### config.mk
export PLATFORM = sky130hd
export DESIGN_NAME = ofdm_tx_sched
export DESIGN_NICKNAME = d
export VERILOG_FILES = /design/src/rtl/ofdm_tx_sched.sv
export SDC_FILE = /design/constraint.sdc
export NUM_CORES = 1
export LEC_CHECK = 0
export ABC_AREA = 1
export CORE_MARGIN = 5
export CORE_UTILIZATION = 57
export CTS_BUF_LIST = sky130_fd_sc_hd__clkbuf_4
export DETAILED_ROUTE_END_ITERATION = 10
export PLACE_DENSITY_LB_ADDON = 0.05
export SLEW_MARGIN = 40
export SYNTH_ARGS = -nofsm -noshare
export SYNTH_HDL_FRONTEND = slang
export SYNTH_SLANG_ARGS = --single-unit
### constraint.sdc
create_clock -name clk -period 2.28 [get_ports clk]
set_input_delay 0.342 -clock clk [delete_from_list [all_inputs] [get_ports clk]]
set_output_delay 0.342 -clock clk [all_outputs]
set_load 0.05 [all_outputs]
### src/rtl/ofdm_tx_sched.sv
// ofdm_tx_sched: symbol-level scheduler for the OFDM transmit chain.
// Latency: first sym_ival one cycle after an accepted start; every output is registered.
// Backpressure: none mid-burst; a data symbol starts only when data_avail is seen, else DWAIT.
//
// Ports:
//   clk, rst            clock, synchronous active-high reset
//   start, cont         frame request (IDLE only), continuous mode (sampled at frame end)
//   data_avail          upstream buffer holds at least one full data symbol
//   sym_ival, sym_isop  sample valid / first sample of symbol to the IFFT/CP path
//   sym_type            0 idle, 1 preamble, 2 data
//   pre_addr, pre_sym   preamble ROM sample address and preamble symbol index
//   data_rd, sym_idx    data buffer pop strobe and data symbol index
//   busy, frame_done    frame in progress, one-cycle end-of-frame pulse
//   underflow           sticky: a data symbol was late
module ofdm_tx_sched #(
  parameter int FFTSIZE    = 1024,
  parameter int CPSIZE     = 32,
  parameter int N_PREAMBLE = 2,
  parameter int N_DATA     = 14
) (
  input  logic                       clk,
  input  logic                       rst,
  input  logic                       start,
  input  logic                       cont,
  input  logic                       data_avail,
  output logic                       sym_ival,
  output logic                       sym_isop,
  output logic [1:0]                 sym_type,
  output logic [$clog2(FFTSIZE)-1:0] pre_addr,
  output logic [3:0]                 pre_sym,
  output logic                       data_rd,
  output logic [7:0]                 sym_idx,
  output logic                       busy,
  output logic                       frame_done,
  output logic                       underflow
);

  localparam int AW = $clog2(FFTSIZE);

  localparam logic [2:0] S_IDLE  = 3'd0;
  localparam logic [2:0] S_PRE   = 3'd1;
  localparam logic [2:0] S_PGAP  = 3'd2;
  localparam logic [2:0] S_DWAIT = 3'd3;
  localparam logic [2:0] S_DATA  = 3'd4;
  localparam logic [2:0] S_DGAP  = 3'd5;

  localparam logic [1:0] TYPE_IDLE = 2'd0;
  localparam logic [1:0] TYPE_PRE  = 2'd1;
  localparam logic [1:0] TYPE_DATA = 2'd2;

  localparam logic [AW-1:0] FFT_LAST = AW'(FFTSIZE - 1);
  localparam logic [AW-1:0] CP_LAST  = AW'(CPSIZE - 1);
  localparam logic [AW-1:0] SMP_ONE  = AW'(1);
  localparam logic [3:0]    PRE_LAST = 4'(N_PREAMBLE - 1);
  localparam logic [7:0]    DAT_LAST = 8'(N_DATA - 1);

  logic [2:0]    state, state_nxt;
  logic [AW-1:0] smp_cnt, smp_nxt;
  logic [3:0]    pre_cnt, pre_nxt;
  logic [7:0]    dat_cnt, dat_nxt;
  logic          start_armed;
  logic          accept;
  logic          frame_end;
  logic          frame_end_q;

  // Next-state logic. smp_cnt counts samples in burst states and gap cycles
  // in gap states; it is cleared on every state change so it never wraps on
  // its own. Symbol counters only ever count up to their last index, so the
  // exported indices cannot exceed the parameter limits.
  always_comb begin
    state_nxt = state;
    smp_nxt   = smp_cnt;
    pre_nxt   = pre_cnt;
    dat_nxt   = dat_cnt;
    frame_end = 1'b0;
    accept    = (state == S_IDLE) && start && start_armed;

    case (state)
      S_IDLE: begin
        if (accept) begin
          state_nxt = S_PRE;
          smp_nxt   = '0;
          pre_nxt   = '0;
          dat_nxt   = '0;
        end
      end

      S_PRE: begin
        if (smp_cnt == FFT_LAST) begin
          state_nxt = S_PGAP;
          smp_nxt   = '0;
        end else begin
          smp_nxt = smp_cnt + SMP_ONE;
        end
      end

      S_PGAP: begin
        if (smp_cnt == CP_LAST) begin
          smp_nxt = '0;
          if (pre_cnt != PRE_LAST) begin
            pre_nxt   = pre_cnt + 4'd1;
            state_nxt = S_PRE;
          end else begin
            state_nxt = data_avail ? S_DATA : S_DWAIT;
          end
        end else begin
          smp_nxt = smp_cnt + SMP_ONE;
        end
      end

      S_DWAIT: begin
        smp_nxt = '0;
        if (data_avail) begin
          state_nxt = S_DATA;
        end
      end

      S_DATA: begin
        // data_avail is deliberately not looked at here: a burst never stalls.
        if (smp_cnt == FFT_LAST) begin
          state_nxt = S_DGAP;
          smp_nxt   = '0;
        end else begin
          smp_nxt = smp_cnt + SMP_ONE;
        end
      end

      S_DGAP: begin
        if (smp_cnt == CP_LAST) begin
          smp_nxt = '0;
          if (dat_cnt != DAT_LAST) begin
            dat_nxt   = dat_cnt + 8'd1;
            state_nxt = data_avail ? S_DATA : S_DWAIT;
          end else begin
            // Frame end: continuous mode restarts the preamble with no idle cycle.
            frame_end = 1'b1;
            pre_nxt   = '0;
            dat_nxt   = '0;
            state_nxt = cont ? S_PRE : S_IDLE;
          end
        end else begin
          smp_nxt = smp_cnt + SMP_ONE;
        end
      end

      default: begin
        state_nxt = S_IDLE;
        smp_nxt   = '0;
        pre_nxt   = '0;
        dat_nxt   = '0;
      end
    endcase
  end

  // State registers plus the registered output decode. Outputs are decoded
  // from the current state, so they trail the state register by one cycle;
  // this gives the one-cycle start-to-first-sample latency. frame_end goes
  // through frame_end_q so frame_done lines up with the falling busy.
  always_ff @(posedge clk) begin
    if (rst) begin
      state       <= S_IDLE;
      smp_cnt     <= '0;
      pre_cnt     <= '0;
      dat_cnt     <= '0;
      start_armed <= 1'b1;
      frame_end_q <= 1'b0;
      sym_ival    <= 1'b0;
      sym_isop    <= 1'b0;
      sym_type    <= TYPE_IDLE;
      pre_addr    <= '0;
      pre_sym     <= '0;
      data_rd     <= 1'b0;
      sym_idx     <= '0;
      busy        <= 1'b0;
      frame_done  <= 1'b0;
      underflow   <= 1'b0;
    end else begin
      state       <= state_nxt;
      smp_cnt     <= smp_nxt;
      pre_cnt     <= pre_nxt;
      dat_cnt     <= dat_nxt;
      frame_end_q <= frame_end;

      // A start held high counts once: it must drop before it can re-arm.
      if (!start) begin
        start_armed <= 1'b1;
      end else if (accept) begin
        start_armed <= 1'b0;
      end

      sym_ival   <= (state == S_PRE) || (state == S_DATA);
      sym_isop   <= ((state == S_PRE) || (state == S_DATA)) && (smp_cnt == '0);
      sym_type   <= (state == S_PRE)  ? TYPE_PRE  :
                    (state == S_DATA) ? TYPE_DATA : TYPE_IDLE;
      pre_addr   <= (state == S_PRE)  ? smp_cnt : '0;
      pre_sym    <= (state == S_PRE)  ? pre_cnt : '0;
      data_rd    <= (state == S_DATA);
      sym_idx    <= (state == S_DATA) ? dat_cnt : '0;
      busy       <= (state != S_IDLE);
      frame_done <= frame_end_q;

      // Sticky until the next accepted start (or reset).
      if (accept) begin
        underflow <= 1'b0;
      end else if (state == S_DWAIT) begin
        underflow <= 1'b1;
      end
    end
  end

endmodule

==> impl_results.md, run 1 <==
- Row count: 24
- Skew final: 0.008520 ns
- Gr usage total: 0.1864
- Worst-margin pin slew: 0.5005 ns
- Setup TNS: 0 ns
- Final net count: 393
- Worst-Skew Late Latency: 0.40 ns
- GR Util met2: 0.2663
- Max_cap viols: 0
- Fmax: 533.9 MHz
- Crit path capture type: output port
- Reg2reg path depth: 8
- H-tree Lvls: 3
- CP top delay family: buffers and inverters
- Post-DR wirelength/cell: 11.91 µm
- First-pass GRT wire length: 8928 µm
- Yosys warns: 0
- Number of global-route vias before repair: 2011
- Max incr delay on CP: 0.80 ns
- VDD IR max: 719.4 µV
- Post-cts sizing count: 0
- Worst path cell trace: clkdlybuf4s50_1
- Worst-path clk slew: 0.09 ns
- Hold Crit Class: register to register
- Seq/Total Area, Yosys: 0.4553
- Hold_sp: frame_end_q$_SDFF_PP0_
- Yosys cell types: 33
- Power Dens Cells: 995.9 mW/mm²
- Largest net degree at the start of global routing: 15
- DP Cell Count: 423
- Sequential Area: 0.001141 mm²
- Diodes inserted: 0
- Pins Over Slew Limit: 0
- RSZ-0062 raised after global routing: no
- Share of layout cells above drive strength 1: 0.09819
- Starting density of the core: 0.5796
- Slowest cell on crit path: clkdlybuf4s50_1
- Post-DRT Antenna Nets: 0
- Arr. time, crit path: 1.53 ns
- Worst Hold Path Cells: 2
- RR Startpoint: smp_cnt[1]$_SDFFE_PP0N_
- Startpoint types: register
- Syn avg cell area: 7.328 µm²
- Design Area, Final: 0.003019 mm²
- Die height: 76.31 µm
- Mapped Cells: 342
- DP Wirelength: 3825 µm
- Die area: 0.005823 mm²
- Reg2Reg Setup Slack: 0.44 ns
- Critical R2R Capture: dat_cnt[6]$_SDFFE_PP0P_
- Die Wd: 76.31 µm
- Grt peak-use layer: met2
- Final Power: 3.007 mW
- Placed Area: 0.002890 mm²
- Clock sink total: 57
- Total grt overflow: 0
- Via density: 5.002
- Minimum clock period: 1.873 ns
- Residual DRC: 0
- Clk Tree Root Cell: clkbuf_4
- Post-CTS Setup Inserts: 0
- Worst hold endpoint: frame_done$_SDFF_PP0_
- 1st-pass router iterations: 4
- Clock buffer depth: 2
- CORE AREA: 0.004324 mm²
- WP data required: 1.94 ns
- Final worst-path cycle share: 0.8216
- Final Hold Viols: 0
- Initial DRC Count: 165
- Status: finished clean
- CTS tree: built
- Layout Area Growth over Synthesis: 20.47%
- Via Count: 2196
- Final Non-Filler Cells: 439
- Mapped Nets: 353
- Footprint of the multi-input gates: 0.001131 mm²
- P_leak: 1.296 nW
- DRT Wirelength: 5230 µm
- IO Count: 35
- Routability-driven placement congestion ratio: 0.8557
- Fillers: 381
- Final setup vio count: 0
- Num CTS Buffers: 9
- Max-slew headroom: 0.6653
- Worst path bufs/invs: 1
- PortBufs: 34
- Hold-fix buffers, CTS: 0
- Met1 usage: 0.2592
- Initial antenna violation count: 0
- Mapped Area: 0.002506 mm²
- Met3 Usage GRT: 0.03901
- Critical path peak fanout: 2
- Register bit count reported by yosys: 57
- CP Class: register to output port
## cells in the final DEF, fill, tap and decap left out, types with 5 or more instances in the layout
master            n
nand2_2           5
dfxtp_1          57
nor3_1            6
o21ai_0          13
inv_2             5
nand2_1          65
inv_1            46
ha_1              6
a21oi_1          11
clkbuf_4         11
nand3_1          29
clkdlybuf4s50_1  34
xor2_1            6
nor2_1           59
nand4_1           5
## power breakdown
part           internal (mW)  switching, mW  total (mW)
sequential              1.10         0.0770        1.18
clock                  0.347          0.351       0.698
combinational          0.345          0.786        1.13
total                   1.79           1.21        3.01
## worst max-delay path by stage
| stage | start | endpoint | slack, ns | cells after the start |
|---|---|---|---|---|
| 2_1_floorplan | smp_cnt[1]$_SDFFE_PP0N_ | dat_cnt[1]$_SDFFE_PP0P_ | 0.76 | 8 |
| 3_3_place_gp | start | pre_cnt[3]$_SDFFE_PP0P_ | 0.43 | 9 |
| 3_5_place_dp | start | pre_cnt[3]$_SDFFE_PP0P_ | 0.37 | 9 |
| 4_1_cts | underflow$_SDFFE_PP0P_ | underflow | 0.39 | 1 |
| 5_1_grt | smp_cnt[1]$_SDFFE_PP0N_ | pre_cnt[1]$_SDFFE_PP0P_ | 0.24 | 10 |
| 6_report | underflow$_SDFFE_PP0P_ | underflow | 0.41 | 1 |
## sequential cells by signal, summed over array words and instances, names as in the netlist
signal and cells:
pre_sym 4, data_rd 1, sym_ival 1, state 3, busy 1, frame_done 1, dat_cnt 8, pre_addr 10
start_armed 1, smp_cnt 10, pre_cnt 4, frame_end_q 1, sym_idx 8, sym_type 2, sym_isop 1, underflow 1
## stage by stage
step           setup WS (ns)    util  hold WS [ns]
2_1_floorplan         0.7569       -        0.3883
3_3_place_gp          0.4287  0.6684        0.3912
3_5_place_dp          0.3656  0.6684        0.4059
4_1_cts               0.3894  0.6982        0.4183
5_1_grt               0.2434  0.6982        0.4352
6_report              0.4069  0.6982        0.4150
## cell type report
type                            instances  area share
Tap cell                               52     0.02155
Sequential cell                        57      0.3780
Clock buffer                           11     0.02735
Clock inverter                          5     0.01533
Multi-Input combinational cell        226      0.3746
Inverter                               52     0.06548
Timing Repair Buffer                   36      0.1177
## layer usage
layer | routed length [µm] | up-vias
met5 | 0 | -
met4 | 115 | 0
met3 | 235 | 11
met2 | 2178 | 52
met1 | 2701 | 975
li1 | - | 1158
## cell families (layout without fill, tap and decap cells)
| group | Yosys count | count (layout) | synth area share |
|---|---|---|---|
| adder cells (fa/ha/maj) | 6 | 6 | 0.02995 |
| AO/OA/AOI/OAI | 33 | 33 | 0.07639 |
| buffers and inverters | 59 | 104 | 0.09336 |
| AND/OR/NAND/NOR | 180 | 180 | 0.3205 |
| XOR/XNOR | 7 | 7 | 0.02446 |
| flip-flops | 57 | 57 | 0.4553 |
## cell usage after synthesis
cell type / n / area, µm²
o21ai_2: 2 / 17.52
xnor2_1: 1 / 8.760
o21ai_1: 3 / 15.01
nor2_1: 59 / 221.5
nor2_4: 2 / 22.52
nand2_4: 1 / 11.26
nor3_1: 6 / 30.03
buf_6: 1 / 11.26
nand3_4: 1 / 17.52
o211ai_1: 1 / 7.510
inv_4: 1 / 6.260
or2_2: 1 / 6.260
inv_2: 5 / 18.77
nand3b_1: 1 / 7.510
ha_1: 6 / 75.07
o21ai_0: 13 / 65.06
a31oi_1: 1 / 6.260
o221ai_1: 1 / 8.760
nand3_2: 1 / 10.01
nand2_1: 65 / 244.0
buf_2: 2 / 10.01
nand4_1: 5 / 31.28
inv_1: 46 / 172.7
nor2_2: 3 / 18.77
clkbuf_1: 3 / 11.26
a21oi_4: 1 / 16.27
nor4_1: 1 / 6.260
nand3_1: 29 / 145.1
xor2_1: 6 / 52.55
dfxtp_1: 57 / 1141
buf_1: 1 / 3.750
a21oi_1: 11 / 55.05
nand2_2: 5 / 31.28
Note: power is estimated with default switching activity, not from simulation.
==> run 2, diff against run 1 <==
--- a/config.mk
+++ b/config.mk
@@ -7,7 +7,7 @@
 export LEC_CHECK = 0
 export ABC_AREA = 1
 export CORE_MARGIN = 5
-export CORE_UTILIZATION = 57
+export CORE_UTILIZATION = 51
 export CTS_BUF_LIST = sky130_fd_sc_hd__clkbuf_4
 export DETAILED_ROUTE_END_ITERATION = 10
 export PLACE_DENSITY_LB_ADDON = 0.05
==> constraint.sdc (replaced) <==
create_clock -name clk -period 1.7 [get_ports clk]
set_input_delay 0.255 -clock clk [delete_from_list [all_inputs] [get_ports clk]]
set_output_delay 0.255 -clock clk [all_outputs]
set_load 0.05 [all_outputs]
==> run 2 against run 1 <==
Sequential share of layout area shrank 0.68 points. Clock-buffer cell count is the same. Combinational power grew 45%. Register-to-register slack lost 0.32 ns. Wire length grew 6.7%. Non-clock buffer count grew 14. Critical endpoint is now state[0]$_SDFFE_PP0P_. Worst hold slack lost 0.011 ns.
==> impl_results.md, run 2 (synthesis gave the netlist of run 1 again) <==
- Status: finished clean (unchanged)
- Largest regs: pre_addr (10), smp_cnt (10) (unchanged)
- Fmax: 631.8 MHz
- Sequential power share: 0.395 (was 0.392)
- Most common cell after layout, fill and taps aside: nand2_1 (unchanged)
- Total grt overflow: 0 (unchanged)
- H-tree Lvls: 3 (unchanged)
- Worst-Skew Late Latency: 0.41 ns (was 0.40 ns)
- Pins Over Slew Limit: 0 (unchanged)
- VDD IR max: 1037 µV (was 719.4 µV)
- Largest net degree at the start of global routing: 15 (unchanged)
- DP Wirelength: 4141 µm (was 3825 µm)
- Placed Area: 0.002917 mm² (was 0.002890 mm²)
- Initial DRC Count: 131 (was 165)
- Post-DR wirelength/cell: 11.93 µm (was 11.91 µm)
- Final Power: 4.032 mW (was 3.007 mW)
- DRT Wirelength: 5582 µm (was 5230 µm)
- Arr. time, crit path: 1.88 ns (was 1.53 ns)
- P_leak: 1.437 nW (was 1.296 nW)
- Worst-path clk slew: 0.09 ns (about the same)
- Design Area, Final: 0.003092 mm² (was 0.003019 mm²)
- Gr usage total: 0.1949 (was 0.1864)
- IO Count: 35 (unchanged)
- Clock share of power: 0.199 (was 0.232)
- Die Wd: 80.10 µm (was 76.31 µm)
- Setup TNS: 0 ns (unchanged)
- CTS tree: built (unchanged)
- Net switching power: 1.689 mW (was 1.214 mW)
- Die height: 80.10 µm (was 76.31 µm)
- Hold Crit Class: primary input to register (was register to register)
- Power Dens Cells: 1304 mW/mm² (was 995.9 mW/mm²)
- Post-DRT Antenna Nets: 0 (unchanged)
- Worst-margin pin slew: 0.3365 ns (was 0.5005 ns)
- CORE AREA: 0.004755 mm² (was 0.004324 mm²)
- Residual DRC: 0 (unchanged)
- PortBufs: 34 (unchanged)
- Skew final: 0.01341 ns (was 0.008520 ns)
- Via density: 4.709 (was 5.002)
- Minimum clock period: 1.583 ns
- Fillers: 454 (was 381)
- Most frequent cells in the layout: nand2_1 (64), nor2_1 (59), dfxtp_1 (52) (was nand2_1 (65), nor2_1 (59), dfxtp_1 (57))
- Sequential Area: 0.001147 mm² (was 0.001141 mm²)
- Layout Utilization: 0.6503 (was 0.6982)
- Reg2Reg Setup Slack: 0.12 ns (was 0.44 ns)
- 1st-pass router iterations: 4 (unchanged)
- Final Hold Viols: 0 (unchanged)
- Max_cap viols: 0 (unchanged)
- Footprint of the multi-input gates: 0.001172 mm² (was 0.001131 mm²)
- Max-slew headroom: 0.7749 (was 0.6653)
- Diodes inserted: 0 (unchanged)
- Starting density of the core: 0.5271 (was 0.5796)
- Internal Pwr Total: 2.343 mW (was 1.793 mW)
- Crit path capture type: register (was output port)
- Initial antenna violation count: 0 (unchanged)
- Share of layout cells above drive strength 1: 0.2319 (was 0.09819)
- Clock buffer depth: 2 (unchanged)
- Die area: 0.006416 mm² (was 0.005823 mm²)
- Critical path peak fanout: 5 (was 2)
- Row count: 25 (was 24)
- Final net count: 407 (was 393)
- Num CTS Buffers: 9 (unchanged)
- Routability-driven placement congestion ratio: 0.8617 (was 0.8557)
- Number of global-route vias before repair: 2055 (was 2011)
- Clock sink total: 57 (unchanged)
- First-pass GRT wire length: 9563 µm (was 8928 µm)
- WP data required: 2.00 ns (was 1.94 ns)
- Startpoint types: register (unchanged)
- Clk Tree Root Cell: clkbuf_4 (unchanged)
- Power share of the combinational group: 0.406 (was 0.376)
- CP Class: register to register (was register to output port)
- Final worst-path cycle share: 0.9310
- Final setup vio count: 0 (unchanged)
- Via Count: 2204 (was 2196)
- Switch share: 0.4189 (was 0.4038)
- Layout Area Growth over Synthesis: 23.37% (was 20.47%)
run 2: cell count changes in the layout (fill, tap and decap cells not counted), sizes merged:
cell,previous run,this run
bufinv,1,0
clkdlybuf4s50,34,4
buf,2,46
clkinv,4,5
run 2: what timing repair did:
| item | in CTS | in global routing |
|---|---|---|
| hold endpoints to repair | 0 | 0 |
| endpoints found under the setup margin | 0 | 22 |
| resized for setup | 0 | 13 |
| buffers inserted | 0 | 3 |
| hold buffers | 0 | 0 |
run 2: layout make-up:
| type | instances | share of cell area |
|---|---|---|
| clock buffer | 11 | 0.02671 |
| clock inverter | 5 | 0.007284 |
| inverter | 52 | 0.06394 |
| multi-input combinational | 226 | 0.3792 |
| sequential | 57 | 0.3711 |
| tap | 67 | 0.02711 |
| timing repair buffer | 50 | 0.1246 |
run 2: worst paths after layout:
path / end / cells after the start / start
worst max-delay path: state[0]$_SDFFE_PP0P_ / 8 / smp_cnt[1]$_SDFFE_PP0N_
worst min-delay path: start_armed$_SDFFE_PP1P_ / 2 / start
worst max register to register: state[0]$_SDFFE_PP0P_ / 8 / smp_cnt[1]$_SDFFE_PP0N_
worst min register to register: frame_done$_SDFF_PP0_ / 2 / frame_end_q$_SDFF_PP0_
run 2: per-layer routing:
| metal | up-vias | share of wire | track usage |
|---|---|---|---|
| met4 | 0 | 0.011 | 0.09122 |
| met5 | - | 0 | 0 |
| met3 | 7 | 0.049 | 0.05045 |
| li1 | 1178 | - | - |
| met2 | 43 | 0.41 | 0.2740 |
| met1 | 976 | 0.53 | 0.2758 |
run 2: metrics by stage:
| stage | hold slack, ns | setup slack (ns) | instances |
|---|---|---|---|
| after floorplan | 0.3392 | 0.1769 | 342 |
| after global placement | 0.3906 | 0.06253 | 449 |
| after detailed placement | 0.4008 | 0.02579 | 449 |
| after CTS | 0.3982 | 0.03485 | 465 |
| after global routing | 0.4248 | -0.002498 | 468 |
| final | 0.4044 | 0.1172 | 468 |
run 2: critical path, cell delays in order, from the launching register on:
cell	delay, ns
dfxtp_2	0.36
ha_4	0.16
nand2_4	0.07
nor2_4	0.15
nand3_2	0.10
o21ai_4	0.20
nand3b_1	0.20
nor2_1	0.18
nor2_1	0.06
run 2: power groups by stage:
stage | clock [mW] | sequential [mW] | combinational, mW
after global placement | 0 | 1.61 | 1.56
after CTS | 0.815 | 1.58 | 1.60
after floorplan | 0 | 1.75 | 0.999
after global routing | 0.904 | 1.61 | 1.83
final | 0.801 | 1.59 | 1.64
after detailed placement | 0 | 1.61 | 1.60
